===== config.mk =====
export PLATFORM = sky130hd
export DESIGN_NAME = cpu_run_ctrl
export DESIGN_NICKNAME = d
export VERILOG_FILES = /design/src/rtl/cpu_run_ctrl.sv
export SDC_FILE = /design/constraint.sdc
export NUM_CORES = 1
export LEC_CHECK = 0
export ABC_AREA = 1
export BUFFER_PORTS_ARGS = -buffer_cell sky130_fd_sc_hd__buf_2
export CORE_MARGIN = 2
export CORE_UTILIZATION = 50
export CTS_CLUSTER_SIZE = 8
export DETAILED_ROUTE_END_ITERATION = 16
export MAX_ROUTING_LAYER = met4
export PLACE_DENSITY = 0.75
export SLEW_MARGIN = 15
export SYNTH_ARGS = -nofsm -noshare
export SYNTH_HDL_FRONTEND = slang
export SYNTH_SLANG_ARGS = --single-unit

===== constraint.sdc =====
create_clock -name clk -period 2.8 [get_ports clk]
set_input_delay 0.28 -clock clk [delete_from_list [all_inputs] [get_ports clk]]
set_output_delay 0.28 -clock clk [all_outputs]
set_load 0.02 [all_outputs]

===== src/rtl/cpu_run_ctrl.sv =====
// cpu_run_ctrl: run-control sequencer between the monitor command decoder and cpu_status.
// Turns decoded commands into cpu_start/quit_cmd pulses, holds the start address, gates
// start on DDR calibration and counts retired (non-stall) cycles.
// Optional PC breakpoint: define RUN_CTRL_BRK_EN.
module cpu_run_ctrl #(
    parameter int unsigned DRAIN_CYC = 5,
    parameter logic [31:0] ADR_RST   = 32'h0000_0000
) (
    input  logic        clk,
    input  logic        rst_n,
    input  logic        cmd_valid,
    output logic        cmd_ready,
    input  logic [2:0]  cmd_code,
    input  logic [31:0] cmd_data,
    input  logic        init_calib_complete,
    input  logic        stall,
    input  logic [31:0] pc_id,
    output logic        cpu_start,
    output logic        quit_cmd,
    output logic [31:0] start_adr,
    output logic        running,
    output logic        done,
    output logic        cmd_err,
    output logic [31:0] cycle_cnt
);

    localparam int unsigned DW = (DRAIN_CYC > 1) ? $clog2(DRAIN_CYC) : 1;
    localparam logic [DW-1:0] DRAIN_LAST = DW'(DRAIN_CYC - 1);

    localparam logic [2:0] S_IDLE     = 3'd0;
    localparam logic [2:0] S_WAIT_CAL = 3'd1;
    localparam logic [2:0] S_START    = 3'd2;
    localparam logic [2:0] S_RUN      = 3'd3;
    localparam logic [2:0] S_QUIT     = 3'd4;
    localparam logic [2:0] S_DRAIN    = 3'd5;

    localparam logic [2:0] CMD_NOP    = 3'd0;
    localparam logic [2:0] CMD_SETADR = 3'd1;
    localparam logic [2:0] CMD_RUN    = 3'd2;
    localparam logic [2:0] CMD_RUNN   = 3'd3;
    localparam logic [2:0] CMD_QUIT   = 3'd4;
    localparam logic [2:0] CMD_SETBRK = 3'd5;

    logic [2:0]    state;
    logic [2:0]    state_nxt;
    logic [DW-1:0] drain_cnt;
    logic [31:0]   budget;
    logic [31:0]   budget_d;
    logic [31:0]   cnt_inc;
    logic          accept;
    logic          budget_hit;
    logic          brk_hit;
    logic          err_nxt;
    logic          done_nxt;
    logic          adr_we;
    logic          budget_we;

    // Commands are only taken in the states that can act on (or reject) them
    assign cmd_ready = (state == S_IDLE) || (state == S_WAIT_CAL) || (state == S_RUN);
    assign accept    = cmd_valid & cmd_ready;

    // Saturating increment and budget compare against the post-increment count
    assign cnt_inc    = (cycle_cnt == 32'hFFFF_FFFF) ? cycle_cnt : cycle_cnt + 32'd1;
    assign budget_hit = (budget != 32'd0) && !stall && (cnt_inc == budget);

`ifdef RUN_CTRL_BRK_EN
    logic [31:0] brk_adr;
    logic        brk_en;
    logic        brk_we;

    assign brk_hit = !stall && brk_en && (pc_id == brk_adr);

    // Breakpoint address register; all-ones disarms it
    always_ff @(posedge clk or negedge rst_n) begin
        if (!rst_n) begin
            brk_adr <= 32'd0;
            brk_en  <= 1'b0;
        end else if (brk_we) begin
            brk_adr <= cmd_data;
            brk_en  <= (cmd_data != 32'hFFFF_FFFF);
        end
    end
`else
    logic unused_pc;

    assign brk_hit   = 1'b0;
    assign unused_pc = ^pc_id;
`endif

    // Next-state and command decode
    always_comb begin
        state_nxt = state;
        err_nxt   = 1'b0;
        done_nxt  = 1'b0;
        adr_we    = 1'b0;
        budget_we = 1'b0;
        budget_d  = budget;
`ifdef RUN_CTRL_BRK_EN
        brk_we    = 1'b0;
`endif
        case (state)
            S_IDLE: begin
                if (accept) begin
                    case (cmd_code)
                        CMD_SETADR: adr_we = 1'b1;
                        CMD_RUN, CMD_RUNN: begin
                            budget_we = 1'b1;
                            budget_d  = (cmd_code == CMD_RUNN) ? cmd_data : 32'd0;
                            state_nxt = init_calib_complete ? S_START : S_WAIT_CAL;
                        end
`ifdef RUN_CTRL_BRK_EN
                        CMD_SETBRK: brk_we = 1'b1;
`else
                        CMD_SETBRK: err_nxt = 1'b1;
`endif
                        CMD_NOP, CMD_QUIT: begin
                        end
                        default: err_nxt = 1'b1;
                    endcase
                end
            end
            S_WAIT_CAL: begin
                if (accept && (cmd_code == CMD_QUIT)) begin
                    state_nxt = S_IDLE;
                end else begin
                    err_nxt = accept;
                    if (init_calib_complete) begin
                        state_nxt = S_START;
                    end
                end
            end
            S_START: state_nxt = S_RUN;
            S_RUN: begin
                err_nxt = accept && (cmd_code != CMD_QUIT);
                if ((accept && (cmd_code == CMD_QUIT)) || budget_hit || brk_hit ||
                    !init_calib_complete) begin
                    state_nxt = S_QUIT;
                end
            end
            S_QUIT: state_nxt = S_DRAIN;
            S_DRAIN: begin
                if (drain_cnt == DRAIN_LAST) begin
                    state_nxt = S_IDLE;
                    done_nxt  = 1'b1;
                end
            end
            default: state_nxt = S_IDLE;
        endcase
    end

    // State register
    always_ff @(posedge clk or negedge rst_n) begin
        if (!rst_n) begin
            state <= S_IDLE;
        end else begin
            state <= state_nxt;
        end
    end

    // Registered pulses, status, address/budget holding and retired-cycle counter
    always_ff @(posedge clk or negedge rst_n) begin
        if (!rst_n) begin
            cpu_start <= 1'b0;
            quit_cmd  <= 1'b0;
            running   <= 1'b0;
            done      <= 1'b0;
            cmd_err   <= 1'b0;
            start_adr <= ADR_RST;
            budget    <= 32'd0;
            cycle_cnt <= 32'd0;
            drain_cnt <= '0;
        end else begin
            cpu_start <= (state_nxt == S_START);
            quit_cmd  <= (state_nxt == S_QUIT);
            running   <= (state_nxt == S_START) || (state_nxt == S_RUN);
            done      <= done_nxt;
            cmd_err   <= err_nxt;
            if (adr_we) begin
                start_adr <= cmd_data;
            end
            if (budget_we) begin
                budget <= budget_d;
            end
            if (state == S_START) begin
                cycle_cnt <= 32'd0;
            end else if ((state == S_RUN) && !stall) begin
                cycle_cnt <= cnt_inc;
            end
            drain_cnt <= (state == S_DRAIN) ? drain_cnt + DW'(1) : '0;
        end
    end

endmodule


-- Word-level counts from Yosys, hierarchy flattened
Cells that the tools add are included.
- register bits: 107
- bits of input ports: 72
- output and inout bits: 70
- word-level logic and storage cells: 73
- add/sub/neg operators: 2
- eq/ne operators: 16
- muxes and demuxes: 25
- bitwise gates (word level): 1
- reductions and logical operators: 19
- operator list (kind ; number):
    $mux W32 ; 4
    $add A32 B1 Y32 const B ; 1
    $eq A32 B32 Y1 ; 1
    $eq A32 B32 Y1 const B ; 1
    $reduce_bool A32 Y1 ; 1
    $mux W3 ; 7
    $eq A3 B2 Y1 const B ; 6
    $pmux W3 S6 ; 1
    $eq A3 B3 Y1 const B ; 5
    $mux W1 ; 11
    $eq A3 B1 Y1 const B ; 2
    $logic_not A3 Y1 ; 2
    $logic_and A1 B1 Y1 ; 5
    $logic_or A1 B1 Y1 ; 5
    $reduce_or A5 Y1 ; 1
    $reduce_and A4 Y1 ; 1
    $add A3 B1 Y3 const B ; 1
    $ne A3 B3 Y1 const B ; 1
    $pmux W1 S3 ; 1
    $logic_not A1 Y1 ; 2
    $mux W2 ; 1
    $reduce_bool A2 Y1 ; 1
    $reduce_or A2 Y1 ; 1
    $and A1 B1 Y1 ; 1

-- Logic depth before layout (Yosys ltp)
- depth after elaboration: 11
- mapped depth: 21
- depth with buffers taken out: 20

-- Worst setup path after synthesis
OpenSTA, ideal clock, no wires.
- path kind: reg2reg
- start point: register cycle_cnt[0]
- end point: register running
- library setup time: 0.117 ns
- arrival: 2.228 ns
- required time: 2.683 ns
- setup slack: 0.454 ns
- stages on the path, launching flop included: 19
- path buffers: 1
- clock period less this slack: 2.346 ns
- path through: dfrtp_1 > ha_1 > nand2_2 > nor2_4 > nand2_4 > nor2_8 > nand2_4 > buf_6 > nand2_4 > xor2_2 > nand3_1 > nor2_1 > nand2_1 > nor2_1 > nand2_1 > nand2_1 > nand2_1 > nand2_2 > nand2_1
- word-level cells in the longest chain between the ends: 10
- elaborated cells between the ends (all ways): 12
- classes of those cells: add/sub (1); eq/ne (4); mux (3); reduce/logical (4)
- RTL lines (element ; line ; source):
    start, declared ; 24 ; output logic [31:0] cycle_cnt
    start signal, assigned ; 187 ; cycle_cnt <= cnt_inc;
    $add A32 B1 Y32 / $eq A32 B32 Y1 (equally long branches) ; 63 ; assign cnt_inc = (cycle_cnt == 32'hFFFF_FFFF) ? cycle_cnt : cycle_cnt + 32'd1;
    $mux W32 (*) ; 63 ;
    $eq A32 B32 Y1 (*) ; 64 ; assign budget_hit = (budget != 32'd0) && !stall && (cnt_inc == budget);
    $logic_and A1 B1 Y1 (*) ; 64 ;
    $logic_or A1 B1 Y1 (*) (2 in a row) ; 135 ; if ((accept && (cmd_code == CMD_QUIT)) || budget_hit || brk_hit ||
    $mux W3 (*) ; 135 ;
    $pmux W3 S6 (*) ; 101 ; case (state)
    $eq A3 B2 Y1 ; 175 ; running <= (state_nxt == S_START) || (state_nxt == S_RUN);
    $logic_or A1 B1 Y1 (*) ; 175 ;
    end signal, assigned ; 175 ;
    end, declared ; 21 ; output logic running,
Mark *: on every way between the ends. The rest lies on a longest branch, timed or not.
A chain may end at the register's enable or synchronous reset.

-- Worst setup path after layout
- start point: register cycle_cnt[1]
- end point: register state[1]
- word-level cells in the longest chain between the ends: 8
- elaborated cells between the ends (all ways): 9
- classes of those cells: add/sub (1); eq/ne (2); mux (3); reduce/logical (3)
- RTL lines (element ; line ; source):
    $add A32 B1 Y32 / $eq A32 B32 Y1 (equally long branches) ; 63 ;
    $mux W32 (*) ; 63 ;
    $eq A32 B32 Y1 (*) ; 64 ;
    $logic_and A1 B1 Y1 (*) ; 64 ;
    $logic_or A1 B1 Y1 (*) (2 in a row) ; 135 ;
    $mux W3 (*) ; 135 ;
    $pmux W3 S6 (*) ; 101 ;
    via state_nxt[1] ; 45 ; logic [2:0] state_nxt;
    end signal, assigned ; 156 ; state <= state_nxt;
    end, declared ; 44 ; logic [2:0] state;
Mark *: on every way through the listed nets, which the timed path passes. The rest lies on a longest branch.

==> impl_metrics.tcl <==
set metrics [dict create \
    status "finished with violations" \
    r2r_slack_ns 0.19 \
    hold_slack_ns 0.164 \
    numCtsBuffers 9 \
    seq_area_frac_synth 0.450 \
    final_util 0.616 \
    slew_violations 0 \
    start_util 0.517 \
    cp_max_fo 5 \
    placed_area_um2 6790 \
    vias 5712 \
    nets 980 \
    synth_top_area_share 0.450 \
    grt_pass1_vias 5427 \
    cp_top_family "simple AND/OR/NAND/NOR gates" \
    peakVddDrop_v 0.000685 \
    dieWidth_um 113 \
    yosysMostFrequentCell "nand2_1" \
    drt_wl_total_um 16700 \
    skew_ns 0.00535 \
    p_sw_frac 0.388 \
    crit_chain "ha_1 > buf_4 > nand3_1 > nor2_1 > xor2_1 > nand2_1 > xor2_1 > nand3_1 > nor2_1 > nand2_1 > nor2_1 > nand2_1 > nand2_1 > nand2_1 > nand2_2 > nand2_1" \
    report.final.hold_viol_count 0 \
    synthTopCellsByArea "dfrtp_1, nand2_1, nand3_1" \
    clkSinkCount 107 \
    groute.usage.overall 0.286 \
    h-tree-depth 3 \
    rows 39 \
    violations "DRC" \
    drc_errors 4 \
    crit_top_cell "nand2_1" \
    fp.coreArea_um2 11500 \
    synth.cells.most_frequent "nand2_1, dfrtp_1, nand3_1" \
    synth.avg_cell_area_um2 7.57 \
    worstSetupPathType "flip-flop to flip-flop" \
    synth_seq_cells 107 \
    io_pins 142 \
    drt_iter0_markers 540 \
    required_ns 3.05 \
    crit_path_end_kind "flip-flop" \
    cts_buffer_depth 2 \
    area_delta_synth_final_pct 19.2 \
    netlist_instances 786 \
    layoutNonFillerInstCount 1052 \
    worstMarginPinSlew_ns 0.556 \
    finalCritPeriodShare 0.932 \
    fill_cells 1089 \
    grt.overflow.total 0 \
    die_h_um 113 \
    power.density_nw_per_um2 788 \
    cts_tree "yes" \
    drive_above_1_share 0.220 \
    antenna_found_initial 0 \
    grt_pass1_wl_um 27700 \
    cp_slowest_cell "dfrtp_1" \
    p_sw_uw 2170 \
    clockPowerShare 0.223 \
    setup_viol 0 \
    post_cts_buffers 0 \
    finalInstanceArea_um2 7090 \
    p_comb_frac 0.367 \
    relSlewSlack 0.628 \
    synth.distinct_cells 35 \
    ys.flop_type "dfrtp_1" \
    clkSlewWorstSetupHoldPaths_ns 0.07 \
    ys_warn_count 0 \
    critPathLaunchType "flip-flop" \
    clk_latency_ns 0.36 \
    leakage_uw 0.00359 \
    io_buffers 109 \
    grt_max_degree 66 \
    dpl.hpwl_um 12900 \
    async_flop_share 1.00 \
    power.total_uw 5590 \
    fmax_mhz 383 \
    syn_nets 861 \
    cts_root_buf "clkbuf_16" \
    gp_congestion 0.994 \
    diodes 0 \
    die_area_um2 12800 \
    max_stage_delay_ns 0.41 \
    via_per_inst 5.43 \
    antenna_left 0 \
    synth_top_cell_by_area "dfrtp_1" \
    synth-edff-count 0 \
    crit_buf_inv 1 \
    netlist_area_um2 5950 \
    placed_cells 1036 \
    cap_violations 0 \
    wl_per_cell_um 15.9 \
    hold_path.class "input port to flip-flop" \
    first_pass_iters 12 \
    seqPwrFrac 0.410 \
    critPathArrivalTime_ns 2.86 \
    internal-power_uw 3420 \
    period_minus_slack_ns 2.61 \
]
[final timing paths]
path / start / endpoint / depth (start not counted)
max: cycle_cnt[1] / state[1] / 16
min: cmd_data[5] / budget[5] / 3
max reg2reg: cycle_cnt[1] / state[1] / 16
min reg2reg: state[1] / done / 1
max in group asynchronous: rst_n / start_adr[27] / 3
min in group asynchronous: rst_n / drain_cnt[0] / 2
[layout make-up]
class / instances / area (um2) / area share
Multi-Input combinational cell: 557 / 2810 / 0.397
Sequential cell: 107 / 2680 / 0.378
Timing Repair Buffer: 134 / 776 / 0.109
Inverter: 96 / 360 / 0.0508
Clock buffer: 11 / 253 / 0.0357
Tap cell: 143 / 179 / 0.0252
Clock inverter: 4 / 32.5 / 0.00459
[cells by family after synthesis]
kind of cell / synth area share
simple gates: 0.314
buf+inv: 0.0795
flops: 0.450
compound gates: 0.0732
mux: 0.0606
xor+xnor: 0.0160
fa+ha+maj: 0.00631
[sequential cells by signal, indices dropped and copies added, names as in the netlist]
name       cells
drain_cnt      3
quit_cmd       1
cycle_cnt     32
state          3
running        1
cmd_err        1
budget        32
cpu_start      1
done           1
start_adr     32
[per-layer routing]
layer	wire (um)	track usage	vias to the layer above
met5	0	-	-
met4	429	0.107	0
met1	7560	0.417	2658
met2	7130	0.399	251
met3	1570	0.0520	27
li1	-	-	2776
[power groups by stage]
stage	combinational [uW]	clock (uW)	sequential, uW
after detailed placement	2040	0	2310
final	2050	1250	2290
after floorplan	1040	0	2600
after global placement	2010	0	2280
after CTS	2050	1260	2280
after global routing	2260	1340	2340
[through the flow]
stage / setup slack (ns) / TNS (ns)
5_1_grt: -0.00789 / -0.00789
3_3_place_gp: 0.272 / 0
2_1_floorplan: 0.454 / 0
3_5_place_dp: 0.237 / 0
4_1_cts: 0.214 / 0
6_report: 0.191 / 0
[cell usage in the layout (no fill, tap or decap)]
cell type      count
nand3_1          106
buf_2            108
clkbuf_16          9
nand3_2            1
o21ai_1            1
o21ai_2            1
o21ai_0           59
dfrtp_1          107
dlygate4sd3_1      1
inv_1             95
xor2_2             1
nand3b_1           2
xor2_1             7
a21oi_1            3
buf_4             22
xnor2_1            2
nor3_1             3
a31oi_1            1
buf_12             3
ha_1               3
mux2_2            32
inv_2              1
nand2_4            3
nor2_8             1
clkbuf_8           2
nand2_1          212
o21a_1             2
nor2_2             6
nor2_4             2
a211oi_1           1
o22ai_1           12
nand4_1           12
nor4_2             1
nand2_2            3
clkinvlp_4         2
o21bai_1           1
inv_6              2
nor2_1            79
[worst register-to-register path: cells and delay by family (launching register included)]
kind | cells | cell delay, ns
DFF | 1 | 0.41
and+or+nand+nor | 12 | 1.40
buffers and inverters | 1 | 0.14
xor gates and xnor gates | 2 | 0.35
adders and majority gates | 1 | 0.20
[timing repair]
action,4_1_cts,5_1_grt
gates resized for setup,0,2
hold endpoints to repair,30,0
hold buffers,1,0
endpoints found under the setup margin,0,3
Power figures use the tool's default switching activity.
